==> src/rtl/lsu_pkg.sv <==
// Shared types, funct3 encodings and request classification helpers for the
// load/store requester.
package lsu_pkg;

    typedef enum logic [2:0] {
        IDLE,
        ACCESS,
        LD_LO,
        LD_HI,
        ST_BYTE,
        RESP
    } lsu_state_t;

    localparam logic [2:0] F3_B  = 3'b000;
    localparam logic [2:0] F3_H  = 3'b001;
    localparam logic [2:0] F3_W  = 3'b010;
    localparam logic [2:0] F3_BU = 3'b100;
    localparam logic [2:0] F3_HU = 3'b101;

    // Unsigned widths only exist for loads.
    function automatic logic is_legal(input logic we, input logic [2:0] f3);
        case (f3)
            F3_B, F3_H, F3_W: return 1'b1;
            F3_BU, F3_HU:     return !we;
            default:          return 1'b0;
        endcase
    endfunction

    function automatic logic is_aligned(input logic [2:0] f3, input logic [1:0] lsb);
        case (f3)
            F3_H, F3_HU: return (lsb[0] == 1'b0);
            F3_W:        return (lsb == 2'b00);
            default:     return 1'b1;
        endcase
    endfunction

    // Index of the final byte of a split store (halfword or word).
    function automatic logic [1:0] last_byte(input logic [2:0] f3);
        return (f3 == F3_W) ? 2'd3 : 2'd1;
    endfunction

endpackage

==> src/rtl/lsu_mem_requester_if.sv <==
// Request, response and data-memory port bundle of the load/store requester.
// slave: requester side; master: core plus memory side.
interface lsu_mem_requester_if;

    logic        req_valid;
    logic        req_ready;
    logic        req_we;
    logic [2:0]  req_funct3;
    logic [31:0] req_addr;
    logic [31:0] req_wdata;

    logic        rsp_valid;
    logic [31:0] rsp_rdata;
    logic        rsp_err;

    logic [31:0] mem_addr;
    logic [31:0] mem_wdata;
    logic [2:0]  mem_mask;
    logic        mem_wr_en;
    logic        mem_rd_en;
    logic [31:0] mem_rdata;

    modport slave (
        input  req_valid, req_we, req_funct3, req_addr, req_wdata, mem_rdata,
        output req_ready, rsp_valid, rsp_rdata, rsp_err,
               mem_addr, mem_wdata, mem_mask, mem_wr_en, mem_rd_en
    );

    modport master (
        output req_valid, req_we, req_funct3, req_addr, req_wdata, mem_rdata,
        input  req_ready, rsp_valid, rsp_rdata, rsp_err,
               mem_addr, mem_wdata, mem_mask, mem_wr_en, mem_rd_en
    );

endinterface

==> src/rtl/lsu_load_align.sv <==
// Combinational load aligner: merges two consecutive memory words, shifts the
// addressed bytes down and applies halfword sign/zero extension.
module lsu_load_align
    import lsu_pkg::*;
(
    input  logic [31:0] hi,
    input  logic [31:0] lo,
    input  logic [1:0]  ofs,
    input  logic [2:0]  funct3,
    output logic [31:0] data
);

    logic [63:0] merged;
    logic [31:0] word;

    // Select the addressed bytes from {hi,lo} and extend to 32 bits
    always_comb begin
        merged = {hi, lo};
        word   = merged[{1'b0, ofs, 3'b000} +: 32];
        case (funct3)
            F3_H:    data = {{16{word[15]}}, word[15:0]};
            F3_HU:   data = {16'h0000, word[15:0]};
            default: data = word;
        endcase
    end

endmodule

==> src/rtl/lsu_mem_requester.sv <==
// Load/store requester between the memory stage and a word-addressed data
// memory. Build option: LSU_MISALIGN_SPLIT_EN splits misaligned accesses into
// aligned reads / byte writes; without it misaligned requests return an error.
module lsu_mem_requester
    import lsu_pkg::*;
(
    input  logic               clk,
    input  logic               reset,
    lsu_mem_requester_if.slave bus
);

    lsu_state_t  state;
    logic        we_q;

    logic [31:0] align_hi;
    logic [31:0] align_lo;
    logic [1:0]  align_ofs;
    logic [2:0]  align_f3;
    logic [31:0] align_data;

`ifdef LSU_MISALIGN_SPLIT_EN
    logic [31:0] addr_q;
    logic [31:0] wdata_q;
    logic [31:0] lo_q;
    logic [2:0]  f3_q;
    logic [1:0]  k;
    logic [1:0]  k_next;

    assign k_next = k + 2'd1;
`endif

    // Aligned loads pass memory data straight through; split loads merge words
    always_comb begin
        align_hi  = '0;
        align_lo  = bus.mem_rdata;
        align_ofs = 2'b00;
        align_f3  = F3_W;
`ifdef LSU_MISALIGN_SPLIT_EN
        if (state == LD_HI) begin
            align_hi  = bus.mem_rdata;
            align_lo  = lo_q;
            align_ofs = addr_q[1:0];
            align_f3  = f3_q;
        end
`endif
    end

    lsu_load_align u_align (
        .hi     (align_hi),
        .lo     (align_lo),
        .ofs    (align_ofs),
        .funct3 (align_f3),
        .data   (align_data)
    );

    // Request FSM with registered handshake, response and memory-port outputs
    always_ff @(posedge clk or posedge reset) begin
        if (reset) begin
            state         <= IDLE;
            we_q          <= 1'b0;
            bus.req_ready <= 1'b1;
            bus.rsp_valid <= 1'b0;
            bus.rsp_rdata <= '0;
            bus.rsp_err   <= 1'b0;
            bus.mem_addr  <= '0;
            bus.mem_wdata <= '0;
            bus.mem_mask  <= '0;
            bus.mem_wr_en <= 1'b0;
            bus.mem_rd_en <= 1'b0;
`ifdef LSU_MISALIGN_SPLIT_EN
            addr_q        <= '0;
            wdata_q       <= '0;
            lo_q          <= '0;
            f3_q          <= '0;
            k             <= '0;
`endif
        end else begin
            case (state)
                IDLE: begin
                    if (bus.req_valid) begin
                        we_q          <= bus.req_we;
                        bus.req_ready <= 1'b0;
`ifdef LSU_MISALIGN_SPLIT_EN
                        addr_q        <= bus.req_addr;
                        wdata_q       <= bus.req_wdata;
                        f3_q          <= bus.req_funct3;
                        k             <= '0;
`endif
                        if (!is_legal(bus.req_we, bus.req_funct3)) begin
                            state         <= RESP;
                            bus.rsp_valid <= 1'b1;
                            bus.rsp_err   <= 1'b1;
                            bus.rsp_rdata <= '0;
                        end else if (is_aligned(bus.req_funct3, bus.req_addr[1:0])) begin
                            state         <= ACCESS;
                            bus.mem_addr  <= bus.req_addr;
                            bus.mem_mask  <= bus.req_funct3;
                            bus.mem_wdata <= bus.req_we ? bus.req_wdata : '0;
                            bus.mem_wr_en <= bus.req_we;
                            bus.mem_rd_en <= !bus.req_we;
                        end
`ifdef LSU_MISALIGN_SPLIT_EN
                        else if (bus.req_we) begin
                            state         <= ST_BYTE;
                            bus.mem_addr  <= bus.req_addr;
                            bus.mem_wdata <= bus.req_wdata;
                            bus.mem_mask  <= F3_B;
                            bus.mem_wr_en <= 1'b1;
                        end else begin
                            state         <= LD_LO;
                            bus.mem_addr  <= {bus.req_addr[31:2], 2'b00};
                            bus.mem_mask  <= F3_W;
                            bus.mem_rd_en <= 1'b1;
                        end
`else
                        else begin
                            state         <= RESP;
                            bus.rsp_valid <= 1'b1;
                            bus.rsp_err   <= 1'b1;
                            bus.rsp_rdata <= '0;
                        end
`endif
                    end
                end

                ACCESS: begin
                    state         <= RESP;
                    bus.rsp_valid <= 1'b1;
                    bus.rsp_err   <= 1'b0;
                    bus.rsp_rdata <= we_q ? '0 : align_data;
                    bus.mem_addr  <= '0;
                    bus.mem_wdata <= '0;
                    bus.mem_mask  <= '0;
                    bus.mem_wr_en <= 1'b0;
                    bus.mem_rd_en <= 1'b0;
                end

`ifdef LSU_MISALIGN_SPLIT_EN
                LD_LO: begin
                    state        <= LD_HI;
                    lo_q         <= bus.mem_rdata;
                    bus.mem_addr <= bus.mem_addr + 32'd4;
                end

                LD_HI: begin
                    state         <= RESP;
                    bus.rsp_valid <= 1'b1;
                    bus.rsp_err   <= 1'b0;
                    bus.rsp_rdata <= align_data;
                    bus.mem_addr  <= '0;
                    bus.mem_mask  <= '0;
                    bus.mem_rd_en <= 1'b0;
                end

                ST_BYTE: begin
                    if (k == last_byte(f3_q)) begin
                        state         <= RESP;
                        bus.rsp_valid <= 1'b1;
                        bus.rsp_err   <= 1'b0;
                        bus.rsp_rdata <= '0;
                        bus.mem_addr  <= '0;
                        bus.mem_wdata <= '0;
                        bus.mem_mask  <= '0;
                        bus.mem_wr_en <= 1'b0;
                    end else begin
                        k             <= k_next;
                        bus.mem_addr  <= addr_q + {30'd0, k_next};
                        bus.mem_wdata <= wdata_q >> {k_next, 3'b000};
                    end
                end
`endif

                RESP: begin
                    state         <= IDLE;
                    bus.rsp_valid <= 1'b0;
                    bus.rsp_rdata <= '0;
                    bus.rsp_err   <= 1'b0;
                    bus.req_ready <= 1'b1;
                end

                default: state <= IDLE;
            endcase
        end
    end

endmodule

==> src/flat_wrapper.sv <==
// flat-port wrapper written by rule: the top's interface ports become plain ports
module lsu_mem_requester_flat import lsu_pkg::*;
  (clk, reset, bus_req_valid, bus_req_we, bus_req_funct3, bus_req_addr, bus_req_wdata, bus_mem_rdata, bus_req_ready, bus_rsp_valid, bus_rsp_rdata, bus_rsp_err, bus_mem_addr, bus_mem_wdata, bus_mem_mask, bus_mem_wr_en, bus_mem_rd_en);
  lsu_mem_requester_if bus_i ();
  input  logic clk;
  input  logic reset;
  input wire logic [$bits(bus_i.req_valid)-1:0] bus_req_valid;
  input wire logic [$bits(bus_i.req_we)-1:0] bus_req_we;
  input wire logic [$bits(bus_i.req_funct3)-1:0] bus_req_funct3;
  input wire logic [$bits(bus_i.req_addr)-1:0] bus_req_addr;
  input wire logic [$bits(bus_i.req_wdata)-1:0] bus_req_wdata;
  input wire logic [$bits(bus_i.mem_rdata)-1:0] bus_mem_rdata;
  output wire logic [$bits(bus_i.req_ready)-1:0] bus_req_ready;
  output wire logic [$bits(bus_i.rsp_valid)-1:0] bus_rsp_valid;
  output wire logic [$bits(bus_i.rsp_rdata)-1:0] bus_rsp_rdata;
  output wire logic [$bits(bus_i.rsp_err)-1:0] bus_rsp_err;
  output wire logic [$bits(bus_i.mem_addr)-1:0] bus_mem_addr;
  output wire logic [$bits(bus_i.mem_wdata)-1:0] bus_mem_wdata;
  output wire logic [$bits(bus_i.mem_mask)-1:0] bus_mem_mask;
  output wire logic [$bits(bus_i.mem_wr_en)-1:0] bus_mem_wr_en;
  output wire logic [$bits(bus_i.mem_rd_en)-1:0] bus_mem_rd_en;
  assign bus_i.req_valid = bus_req_valid;
  assign bus_i.req_we = bus_req_we;
  assign bus_i.req_funct3 = bus_req_funct3;
  assign bus_i.req_addr = bus_req_addr;
  assign bus_i.req_wdata = bus_req_wdata;
  assign bus_i.mem_rdata = bus_mem_rdata;
  assign bus_req_ready = bus_i.req_ready;
  assign bus_rsp_valid = bus_i.rsp_valid;
  assign bus_rsp_rdata = bus_i.rsp_rdata;
  assign bus_rsp_err = bus_i.rsp_err;
  assign bus_mem_addr = bus_i.mem_addr;
  assign bus_mem_wdata = bus_i.mem_wdata;
  assign bus_mem_mask = bus_i.mem_mask;
  assign bus_mem_wr_en = bus_i.mem_wr_en;
  assign bus_mem_rd_en = bus_i.mem_rd_en;
  lsu_mem_requester u_core (.clk(clk), .reset(reset), .bus(bus_i));
endmodule
==> config.mk <==
export PLATFORM = sky130hd
export DESIGN_NAME = lsu_mem_requester_flat
export DESIGN_NICKNAME = d
export VERILOG_FILES = /design/src/rtl/lsu_pkg.sv /design/src/rtl/lsu_mem_requester_if.sv /design/src/rtl/lsu_load_align.sv /design/src/rtl/lsu_mem_requester.sv /design/src/flat_wrapper.sv
export SDC_FILE = /design/constraint.sdc
export NUM_CORES = 1
export LEC_CHECK = 0
export BUFFER_PORTS_ARGS = -buffer_cell sky130_fd_sc_hd__buf_2
export CORE_UTILIZATION = 44
export CTS_BUF_LIST = sky130_fd_sc_hd__clkbuf_4
export CTS_CLUSTER_SIZE = 30
export DETAILED_ROUTE_END_ITERATION = 10
export PLACE_DENSITY = 0.85
export SLEW_MARGIN = 15
export SYNTH_ARGS = -nofsm -noshare
export SYNTH_HDL_FRONTEND = slang
export SYNTH_SLANG_ARGS = --single-unit
export TNS_END_PERCENT = 1
==> constraint.sdc <==
create_clock -name clk -period 3.2 [get_ports clk]
set_input_delay 0.64 -clock clk [delete_from_list [all_inputs] [get_ports clk]]
set_output_delay 0.64 -clock clk [all_outputs]
set_load 0.005 [all_outputs]
==> flow_summary.ini <==
[placed_design]
dp.cells = 715
dp_hpwl_mm = 7.90
dpl_worst_slack_ps = 786
gp_congestion = 0.715
portBuffers = 206

[worst_setup_path]
setup.worst_path.end_class = register
cp.arrival_ps = 2300
ff2ff_setup_slack_ps = 1250
cp_max_fo = 74
critPathLaunchType = register
path_class = register to register
worstPathRequired_ps = 3560

[power_and_ir_drop]
power_leakage_nw = 3.13
power.total_mw = 4.55
power_density_nw_per_um2 = 782
irDropWorstVdd_mv = 0.440

[clock_network]
cts_buffers = 9
cts_tree = yes
clk_latency_ps = 440
cts_buffer_depth = 2
clkTransAtPathRegs_ps = 150
post_cts_resized = 0
clock_sinks = 107
ctsHtreeMaxLevel = 3
cts_setup_buffers = 0
ctsHoldBuffers = 0
root_buffer = clkbuf_4

[cells_and_area]
fin_nets = 696
drive_gt1_frac = 0.400
fillCellCount = 840
area_growth_pct = 28.7
stdcell_count = 731
seq_area_sq_um = 2680
multiInputGateArea_sq_um = 1680
insertedDiodeCount = 0

[sta]
layout_min_cycle_time_ps = 1950
final-max-slew-violation-count = 0
fin_ws_ps = 1250
finClkSkew_ps = 12.8
tns_ps = 0
hold_ws_ps = 336
max_freq_mhz = 514
rsz0062_at_grt = false
hold_viol = 0
slew_headroom = 0.509
post-route-period-util = 0.608
setup_viol = 0
tightest_slew_ps = 736

[floorplan]
core_sq_um = 9860
start_util = 0.459
die_h_um = 103
die_x_um = 103
dieArea_sq_um = 10700
rows = 36
pin_count = 207

[synth]
syn_nets = 505
syn_area_sq_um = 4530
synthCells = 402
synth-seq-cells = 107
yosys-top-cells-area = dfrtp_1 59%, mux2i_1 15%, nand2_1 8.8%
yosysWarnings = 0
seq_area_frac_synth = 0.592
synth_top_area_frac = 0.586
synth.distinct_cells = 22
synth_area_leader_cell = dfrtp_1
syn_area_per_cell_sq_um = 11.3

[drt]
routedWlPerCell_um = 15.3
postRouteAntennaNets = 0
vias = 3758
dr.pass1.iters = 4
drc = 0
via_per_inst = 5.14
drt_iter0_markers = 88
wirelength_mm = 11.2

[global_routing]
grt_antenna_before_repair = 0
grt_pass1_wl_mm = 16.3
grt_usage = 0.201
grt_overflow = 0
grt_max_degree = 108
first_global_vias = 3490

[hold_path]
hold_path.class = input port to asynchronous set/reset pin

[run_status]
status = finished clean

[job]
drv_cap = 0
layout by cell type (no fill, tap or decap), types with 3 or more instances in the layout:
cell type	n
a22o_1	32
buf_2	206
buf_4	6
clkbuf_4	9
dfrtp_1	106
inv_1	3
mux2i_1	69
nand2_1	106
nand3_1	32
nor2_1	3
power breakdown:
group / internal (mW) / switching (mW)
logic: 0.754 / 0.949
registers: 1.81 / 0.275
clock network: 0.325 / 0.445
total: 2.89 / 1.67
synth_stat cells:
cell	count
buf_4	6
o221ai_1	1
a41oi_1	1
nor2_1	4
mux2i_1	69
nand2b_1	3
or4_4	1
o21ba_2	1
nand2_1	106
nand3_1	32
a21oi_1	2
dfstp_2	1
mux2_2	1
clkbuf_1	23
a22o_1	32
o21ai_0	2
dfrtp_1	106
buf_2	3
inv_1	4
a31oi_2	1
buf_8	2
a221o_1	1
kinds of logic (layout without fill, tap and decap cells):
group	Yosys count	after routing	synth area share
buffers and inverters	38	234	0.0423
AOI/OAI and AO/OA	41	41	0.0774
and+or+nand+nor	146	146	0.133
DFF	107	107	0.592
muxes	70	70	0.155
final timing paths:
path / from / endpoint / depth (start not counted)
setup / recovery: u_core.state[0] / u_core.bus.mem_addr[10] / 4
hold / removal: reset / u_core.bus.mem_wdata[12] / 3
setup reg to reg: u_core.state[0] / u_core.bus.mem_addr[10] / 4
hold reg to reg: u_core.bus.req_ready / u_core.bus.req_ready / 2
max in group asynchronous: reset / u_core.state[0] / 3
min in group clk: bus_mem_rdata[28] / u_core.bus.rsp_rdata[28] / 2
layout make-up:
cell class,instances,share of cell area
sequential,107,0.460
multi-input combinational,257,0.288
timing repair buffer,214,0.192
tap,133,0.0286
clock inverter,7,0.0172
clock buffer,9,0.0116
inverter,4,0.00322
routing by layer:
metal | up-vias | GRT usage | part of all wire
li1 | 1758 | - | -
met3 | 13 | 0.0524 | 0.079
met2 | 138 | 0.356 | 0.50
met1 | 1849 | 0.233 | 0.41
met5 | - | 0 | 0
met4 | 0 | 0.0769 | 0.012
flip-flops by register name (all words and copies together) (netlist names), 2 cells and up:
register              cells
u_core.bus.rsp_rdata     32
u_core.bus.mem_wdata     32
u_core.bus.mem_mask       3
u_core.state              2
u_core.bus.mem_addr      32
worst max-delay path, cell delays in order, from the launching register on:
cell and delay [ps]:
dfrtp_1 530, nand2b_4 600, buf_4 450, nand2_1 90, mux2i_1 170
through the flow:
stage	util	instance area (sq um)
CTS	0.590	5820
global placement	0.573	5660
global route	0.590	5820
finish	0.590	5820
detailed placement	0.573	5660
floorplan	-	4530
No activity file was read; power rests on OpenSTA's default activity.
